==> src/rtl/dmem_responder_pkg.sv <==
`default_nettype none
// ============================================================================
// Module      : dmem_responder_pkg
// Description : Shared width and FSM encodings for the data-memory responder.
// Revision    : 1.0 - initial release
// ============================================================================
package dmem_responder_pkg;

  localparam int WORD_SIZE = 16;

  localparam logic [1:0] DMEM_IDLE = 2'd0;
  localparam logic [1:0] DMEM_WAIT = 2'd1;
  localparam logic [1:0] DMEM_RESP = 2'd2;

  typedef enum logic [1:0] {
    ST_IDLE = DMEM_IDLE,
    ST_WAIT = DMEM_WAIT,
    ST_RESP = DMEM_RESP
  } dmem_state_e;

  // A simultaneous read and write is serviced as a store.
  function automatic logic is_load(input logic rd, input logic wr);
    return rd & ~wr;
  endfunction

endpackage
`default_nettype wire

==> src/rtl/dmem_read_buffer.sv <==
`default_nettype none
// ============================================================================
// Module      : dmem_read_buffer
// Description : Single-entry tag/data/valid load buffer with store update.
// Revision    : 1.0 - initial release
// ============================================================================
module dmem_read_buffer #(
  parameter int WORD_SIZE = dmem_responder_pkg::WORD_SIZE,
  parameter bit ENABLE    = 1'b1
) (
  input  logic                 clk,
  input  logic                 rst,
  input  logic [WORD_SIZE-1:0] i_lookup_addr,
  output logic                 o_hit,
  output logic [WORD_SIZE-1:0] o_data,
  input  logic                 i_fill_en,
  input  logic [WORD_SIZE-1:0] i_fill_addr,
  input  logic [WORD_SIZE-1:0] i_fill_data,
  input  logic                 i_upd_en,
  input  logic [WORD_SIZE-1:0] i_upd_addr,
  input  logic [WORD_SIZE-1:0] i_upd_data
);

  logic                 r_valid;
  logic [WORD_SIZE-1:0] r_tag;
  logic [WORD_SIZE-1:0] r_data;

  always_ff @(posedge clk or posedge rst) begin
    if (rst) begin
      r_valid <= 1'b0;
      r_tag   <= '0;
      r_data  <= '0;
    end else if (i_fill_en) begin
      r_valid <= ENABLE;
      r_tag   <= i_fill_addr;
      r_data  <= i_fill_data;
    end else if (i_upd_en && (r_tag == i_upd_addr)) begin
      // Write-through keeps the cached copy coherent with memory.
      r_data  <= i_upd_data;
    end
  end

  assign o_hit  = ENABLE && r_valid && (r_tag == i_lookup_addr);
  assign o_data = r_data;

endmodule
`default_nettype wire

==> src/rtl/dmem_responder.sv <==
`default_nettype none
// ============================================================================
// Module      : dmem_responder
// Description : MEM-stage load/store responder with req/ack memory port.
// Revision    : 1.0 - initial release
// ============================================================================
module dmem_responder #(
  parameter int WORD_SIZE       = dmem_responder_pkg::WORD_SIZE,
  parameter bit USE_READ_BUFFER = 1'b1
) (
  input  logic                 clk,
  input  logic                 reset,
  input  logic                 d_mem_read,
  input  logic                 d_mem_write,
  input  logic [WORD_SIZE-1:0] d_address,
  input  logic [WORD_SIZE-1:0] d_wdata,
  output logic [WORD_SIZE-1:0] d_rdata,
  output logic                 d_ready,
  output logic                 d_next_ready,
  output logic [WORD_SIZE-1:0] d_written_address,
  output logic                 mem_req,
  output logic                 mem_we,
  output logic [WORD_SIZE-1:0] mem_addr,
  output logic [WORD_SIZE-1:0] mem_wdata,
  input  logic [WORD_SIZE-1:0] mem_rdata,
  input  logic                 mem_ack
);

  import dmem_responder_pkg::*;

  dmem_state_e          r_state;
  logic                 r_op_we;
  logic [WORD_SIZE-1:0] r_op_addr;
  logic [WORD_SIZE-1:0] r_op_wdata;
  logic                 r_mem_req;
  logic                 r_mem_we;
  logic [WORD_SIZE-1:0] r_mem_addr;
  logic [WORD_SIZE-1:0] r_mem_wdata;
  logic                 r_resp_ready;
  logic [WORD_SIZE-1:0] r_rdata;
  logic [WORD_SIZE-1:0] r_written_addr;

  logic                 w_buf_hit;
  logic [WORD_SIZE-1:0] w_buf_data;
  logic                 w_hit;
  logic                 w_start;
  logic                 w_fill_en;
  logic                 w_upd_en;

  assign w_hit     = (r_state == ST_IDLE) && is_load(d_mem_read, d_mem_write) && w_buf_hit;
  assign w_start   = (r_state == ST_IDLE) && (d_mem_read || d_mem_write) && !w_hit;
  assign w_fill_en = (r_state == ST_RESP) && !r_op_we;
  assign w_upd_en  = (r_state == ST_RESP) && r_op_we;

  dmem_read_buffer #(
    .WORD_SIZE (WORD_SIZE),
    .ENABLE    (USE_READ_BUFFER)
  ) u_read_buffer (
    .clk           (clk),
    .rst           (reset),
    .i_lookup_addr (d_address),
    .o_hit         (w_buf_hit),
    .o_data        (w_buf_data),
    .i_fill_en     (w_fill_en),
    .i_fill_addr   (r_op_addr),
    .i_fill_data   (r_rdata),
    .i_upd_en      (w_upd_en),
    .i_upd_addr    (r_op_addr),
    .i_upd_data    (r_op_wdata)
  );

  always_ff @(posedge clk or posedge reset) begin
    if (reset) begin
      r_state        <= ST_IDLE;
      r_op_we        <= 1'b0;
      r_op_addr      <= '0;
      r_op_wdata     <= '0;
      r_mem_req      <= 1'b0;
      r_mem_we       <= 1'b0;
      r_mem_addr     <= '0;
      r_mem_wdata    <= '0;
      r_resp_ready   <= 1'b0;
      r_rdata        <= '0;
      r_written_addr <= '0;
    end else begin
      case (r_state)
        ST_IDLE: begin
          if (w_start) begin
            r_op_we     <= d_mem_write;
            r_op_addr   <= d_address;
            r_op_wdata  <= d_wdata;
            r_mem_req   <= 1'b1;
            r_mem_we    <= d_mem_write;
            r_mem_addr  <= d_address;
            r_mem_wdata <= d_wdata;
            r_state     <= ST_WAIT;
          end
        end
        ST_WAIT: begin
          // The MEM-stage request is not sampled here; the transaction runs to completion.
          if (mem_ack) begin
            r_mem_req    <= 1'b0;
            r_resp_ready <= 1'b1;
            r_rdata      <= r_op_we ? '0 : mem_rdata;
            r_state      <= ST_RESP;
          end
        end
        ST_RESP: begin
          r_resp_ready <= 1'b0;
          r_rdata      <= '0;
          if (r_op_we) begin
            r_written_addr <= r_op_addr;
          end
          r_state <= ST_IDLE;
        end
        default: begin
          r_state <= ST_IDLE;
        end
      endcase
    end
  end

  assign d_ready           = r_resp_ready | w_hit;
  assign d_rdata           = w_hit ? w_buf_data : r_rdata;
  assign d_next_ready      = (r_state == ST_WAIT) && mem_ack;
  assign d_written_address = r_written_addr;
  assign mem_req           = r_mem_req;
  assign mem_we            = r_mem_we;
  assign mem_addr          = r_mem_addr;
  assign mem_wdata         = r_mem_wdata;

endmodule
`default_nettype wire

==> config.mk <==
export PLATFORM = sky130hd
export DESIGN_NAME = dmem_responder
export DESIGN_NICKNAME = d
export VERILOG_FILES = /design/src/rtl/dmem_responder_pkg.sv /design/src/rtl/dmem_read_buffer.sv /design/src/rtl/dmem_responder.sv
export SDC_FILE = /design/constraint.sdc
export NUM_CORES = 1
export LEC_CHECK = 0
export BUFFER_PORTS_ARGS = -buffer_cell sky130_fd_sc_hd__buf_2
export CAP_MARGIN = 25
export CORE_MARGIN = 1.5
export CORE_UTILIZATION = 53
export CTS_BUF_LIST = sky130_fd_sc_hd__clkbuf_16
export CTS_CLUSTER_SIZE = 40
export DETAILED_ROUTE_END_ITERATION = 8
export PLACE_DENSITY_LB_ADDON = 0.1
export SLEW_MARGIN = 20
export SYNTH_ARGS = -nofsm -noshare
export SYNTH_HDL_FRONTEND = slang
export SYNTH_SLANG_ARGS = --single-unit
==> constraint.sdc <==
create_clock -name clk -period 3.9 [get_ports clk]
set_input_delay 0.78 -clock clk [delete_from_list [all_inputs] [get_ports clk]]
set_output_delay 0.78 -clock clk [all_outputs]
set_load 0.05 [all_outputs]
==> impl_metrics.py <==
metrics = {
    "status": {
        "status": "complete, no violations",
    },
    "worst_setup_path": {
        "crit_fanout": 17,
        "start_kind": "primary input",
        "critical_path_required_ps": 3120,
        "slowest_stage": "or2_1",
        "cp_top_family": "simple AND/OR/NAND/NOR gates",
        "worstReg2RegEnd": "mem_we",
        "critical_path_class": "primary input to output pin",
        "crit_arrival_ps": 2970,
        "end_kind": "output pin",
        "path_cells": "buf_2, xor2_1, nor4_1, nand3_1, or2_1, mux2_2, buf_2",
        "reg2reg_depth": 6,
        "crit_top_cell": "buf_2",
        "worstReg2RegStart": "u_read_buffer.r_tag[5]",
        "cpPeakStageDelay_ps": 560,
        "r2r_slack_ps": 1480,
        "cp_num_buf_inv": 2,
    },
    "detailed_routing": {
        "drt_iter0_drc": 179,
        "avgViaCountPerCell": 5.49,
        "firstDrtPassIters": 4,
        "wirelength_um": 10500,
        "drc_errors": 0,
        "wl_per_cell_um": 17.0,
        "num_vias": 3389,
        "final_antenna_net_count": 0,
    },
    "yosys": {
        "ys_top_cells_by_count": "dfrtp_1 (102), mux2_2 (56), nand2_1 (50), xor2_1 (29)",
        "yosysMostFrequentCell": "dfrtp_1",
        "synth-seq-area-share": 0.558,
        "synth_top_area_cell": "dfrtp_1",
        "ys_warn_count": 0,
        "synth_top_area_share": 0.558,
        "synth-main-ff-cell": "dfrtp_1",
        "ys_types": 31,
        "synth_cells": 388,
        "synthArstFlopShare": 1.00,
        "postSynthRegisterBits": 102,
        "syn-cell-area_sq_mm": 0.00457,
        "synth.area.top_cells": "dfrtp_1 (56%), mux2_2 (14%), xor2_1 (5.6%)",
        "syn_avg_cell_area_sq_um": 11.8,
        "synth_nets": 441,
        "synth_edf_count": 0,
    },
    "finish": {
        "area_delta_synth_final_pct": 21.8,
        "n_antenna_cell": 0,
        "drive_gt1_frac": 0.412,
        "nNetsFinal": 560,
    },
    "cts": {
        "cts_root_buf": "clkbuf_16",
        "clock_latency_ps": 340,
        "clock-sinks": 102,
        "numCtsBuffers": 9,
        "cts_resized": 0,
        "path_clk_slew_ps": 60,
        "cts_setup_buffers": 0,
        "cts_buffer_depth": 2,
        "cts_tree": "yes",
        "htree_num_levels": 3,
        "cts_hold_buffers": 0,
    },
    "timing": {
        "rsz0062_at_grt": "false",
        "clock_skew_ps": 8.25,
        "report.final.slew_viol_count": 0,
        "hold_viol": 0,
        "timing.final.crit_share": 0.961,
        "tns_ps": 0,
        "tightest_slew_ps": 892,
        "timing.final.ws_setup_ps": 151,
        "max_freq_mhz": 267,
        "setup_viol": 0,
        "max-slew-margin-rel": 0.405,
        "min_period_ps": 3750,
        "hold_ws_ps": 479,
    },
    "floorplanning": {
        "start_util": 0.551,
        "placementRows": 33,
        "fp.dieH_um": 95.9,
        "io_pins": 121,
        "die-area_sq_mm": 0.00920,
        "dieWidth_um": 95.9,
        "coreArea_sq_mm": 0.00830,
    },
    "global_route": {
        "grt_max_degree": 46,
        "antenna_found_initial": 0,
        "grt_pass1_vias": 3228,
        "gr-total-overflow": 0,
        "grt_pass1_wl_um": 16400,
        "gr-usage-all-layers": 0.239,
    },
    "place": {
        "gp_congestion": 0.863,
        "pre_cts_ws_ps": 197,
        "hpwl_um": 7350,
        "io_buffers": 120,
    },
    "hold_path": {
        "hold_end": "mem_req",
        "min_from": "mem_req",
        "holdPathStages": 2,
        "hold_path.class": "flip-flop to flip-flop",
    },
    "run": {
        "cap_violations": 0,
    },
    "pwr": {
        "powerDensity_mw_per_mm2": 1030,
        "power.leakage_nw": 2.78,
        "vdd.ir_drop.worst_mv": 0.660,
    },
}
## stage by stage
step,power [W],util,area (sq um),instances
5_1_grt,0.00608,0.671,5570,617
4_1_cts,0.00579,0.671,5570,617
3_5_place_dp,0.00488,0.635,5270,601
6_report,0.00575,0.671,5570,617
3_3_place_gp,0.00482,0.634,5260,600
2_1_floorplan,0.00419,-,4570,388
## state kept, by name (all words and copies together), names as in the netlist
name,flops
mem_req,1
r_state,2
u_read_buffer.o_data,16
mem_we,1
u_read_buffer.r_tag,16
r_resp_ready,1
r_rdata,16
u_read_buffer.r_valid,1
d_written_address,16
mem_addr,16
mem_wdata,16
## placed cells by master (no fill, tap or decap), types with 8 or more instances in the layout
master / count
a21oi_1: 18
a22o_1: 16
a31oi_1: 16
buf_2: 120
buf_4: 9
clkbuf_16: 9
dfrtp_1: 102
mux2_2: 56
mux2_4: 8
nand2_1: 50
nor2_1: 18
o21ai_0: 18
xor2_1: 29
## tightest hold or removal path, cell delays in order (launching register included)
cell and delay, ps:
dfrtp_1 340, nand2_1 50, nand2_1 50
## metal layers
metal,track usage,part of all wire,vias to the layer above
li1,-,-,1603
met1,0.344,0.47,1673
met2,0.367,0.48,109
met3,0.0466,0.050,4
met4,0.0735,0.0050,0
met5,0,0,-
## cells by family (layout without fill, tap and decap cells)
| family | Yosys count | count (layout) | share of synthesized area |
|---|---|---|---|
| flip-flops | 102 | 102 | 0.558 |
| AND/OR/NAND/NOR | 90 | 90 | 0.0873 |
| AO/OA/AOI/OAI | 73 | 73 | 0.100 |
| multiplexers | 64 | 64 | 0.164 |
| XOR/XNOR | 32 | 32 | 0.0613 |
| buffers and inverters | 27 | 151 | 0.0290 |
## worst max path at each step
stage / startpoint / cells after the start / slack [ps] / end
2_1_floorplan: reset / 1 / 440 / d_written_address[0]
3_3_place_gp: d_address[5] / 7 / 260 / d_rdata[8]
3_5_place_dp: d_address[12] / 7 / 200 / d_rdata[5]
4_1_cts: d_address[5] / 7 / 200 / d_rdata[5]
5_1_grt: d_address[5] / 7 / 70 / d_rdata[8]
6_report: d_address[5] / 7 / 150 / d_rdata[5]
## power breakdown
group / internal (W) / switching [W]
Combinational: 0.000904 / 0.00191
Sequential: 0.00158 / 0.000466
Clock: 0.000501 / 0.000393
## final cells by class
cell class	count	area [sq um]
multi-input combinational	259	1890
inverter	6	25.0
timing repair buffer	129	668
sequential	102	2550
tap	105	131
fill	663	2730
clock buffer	9	225
clock inverter	7	73.8
Note: power is estimated with default switching activity, not from simulation.
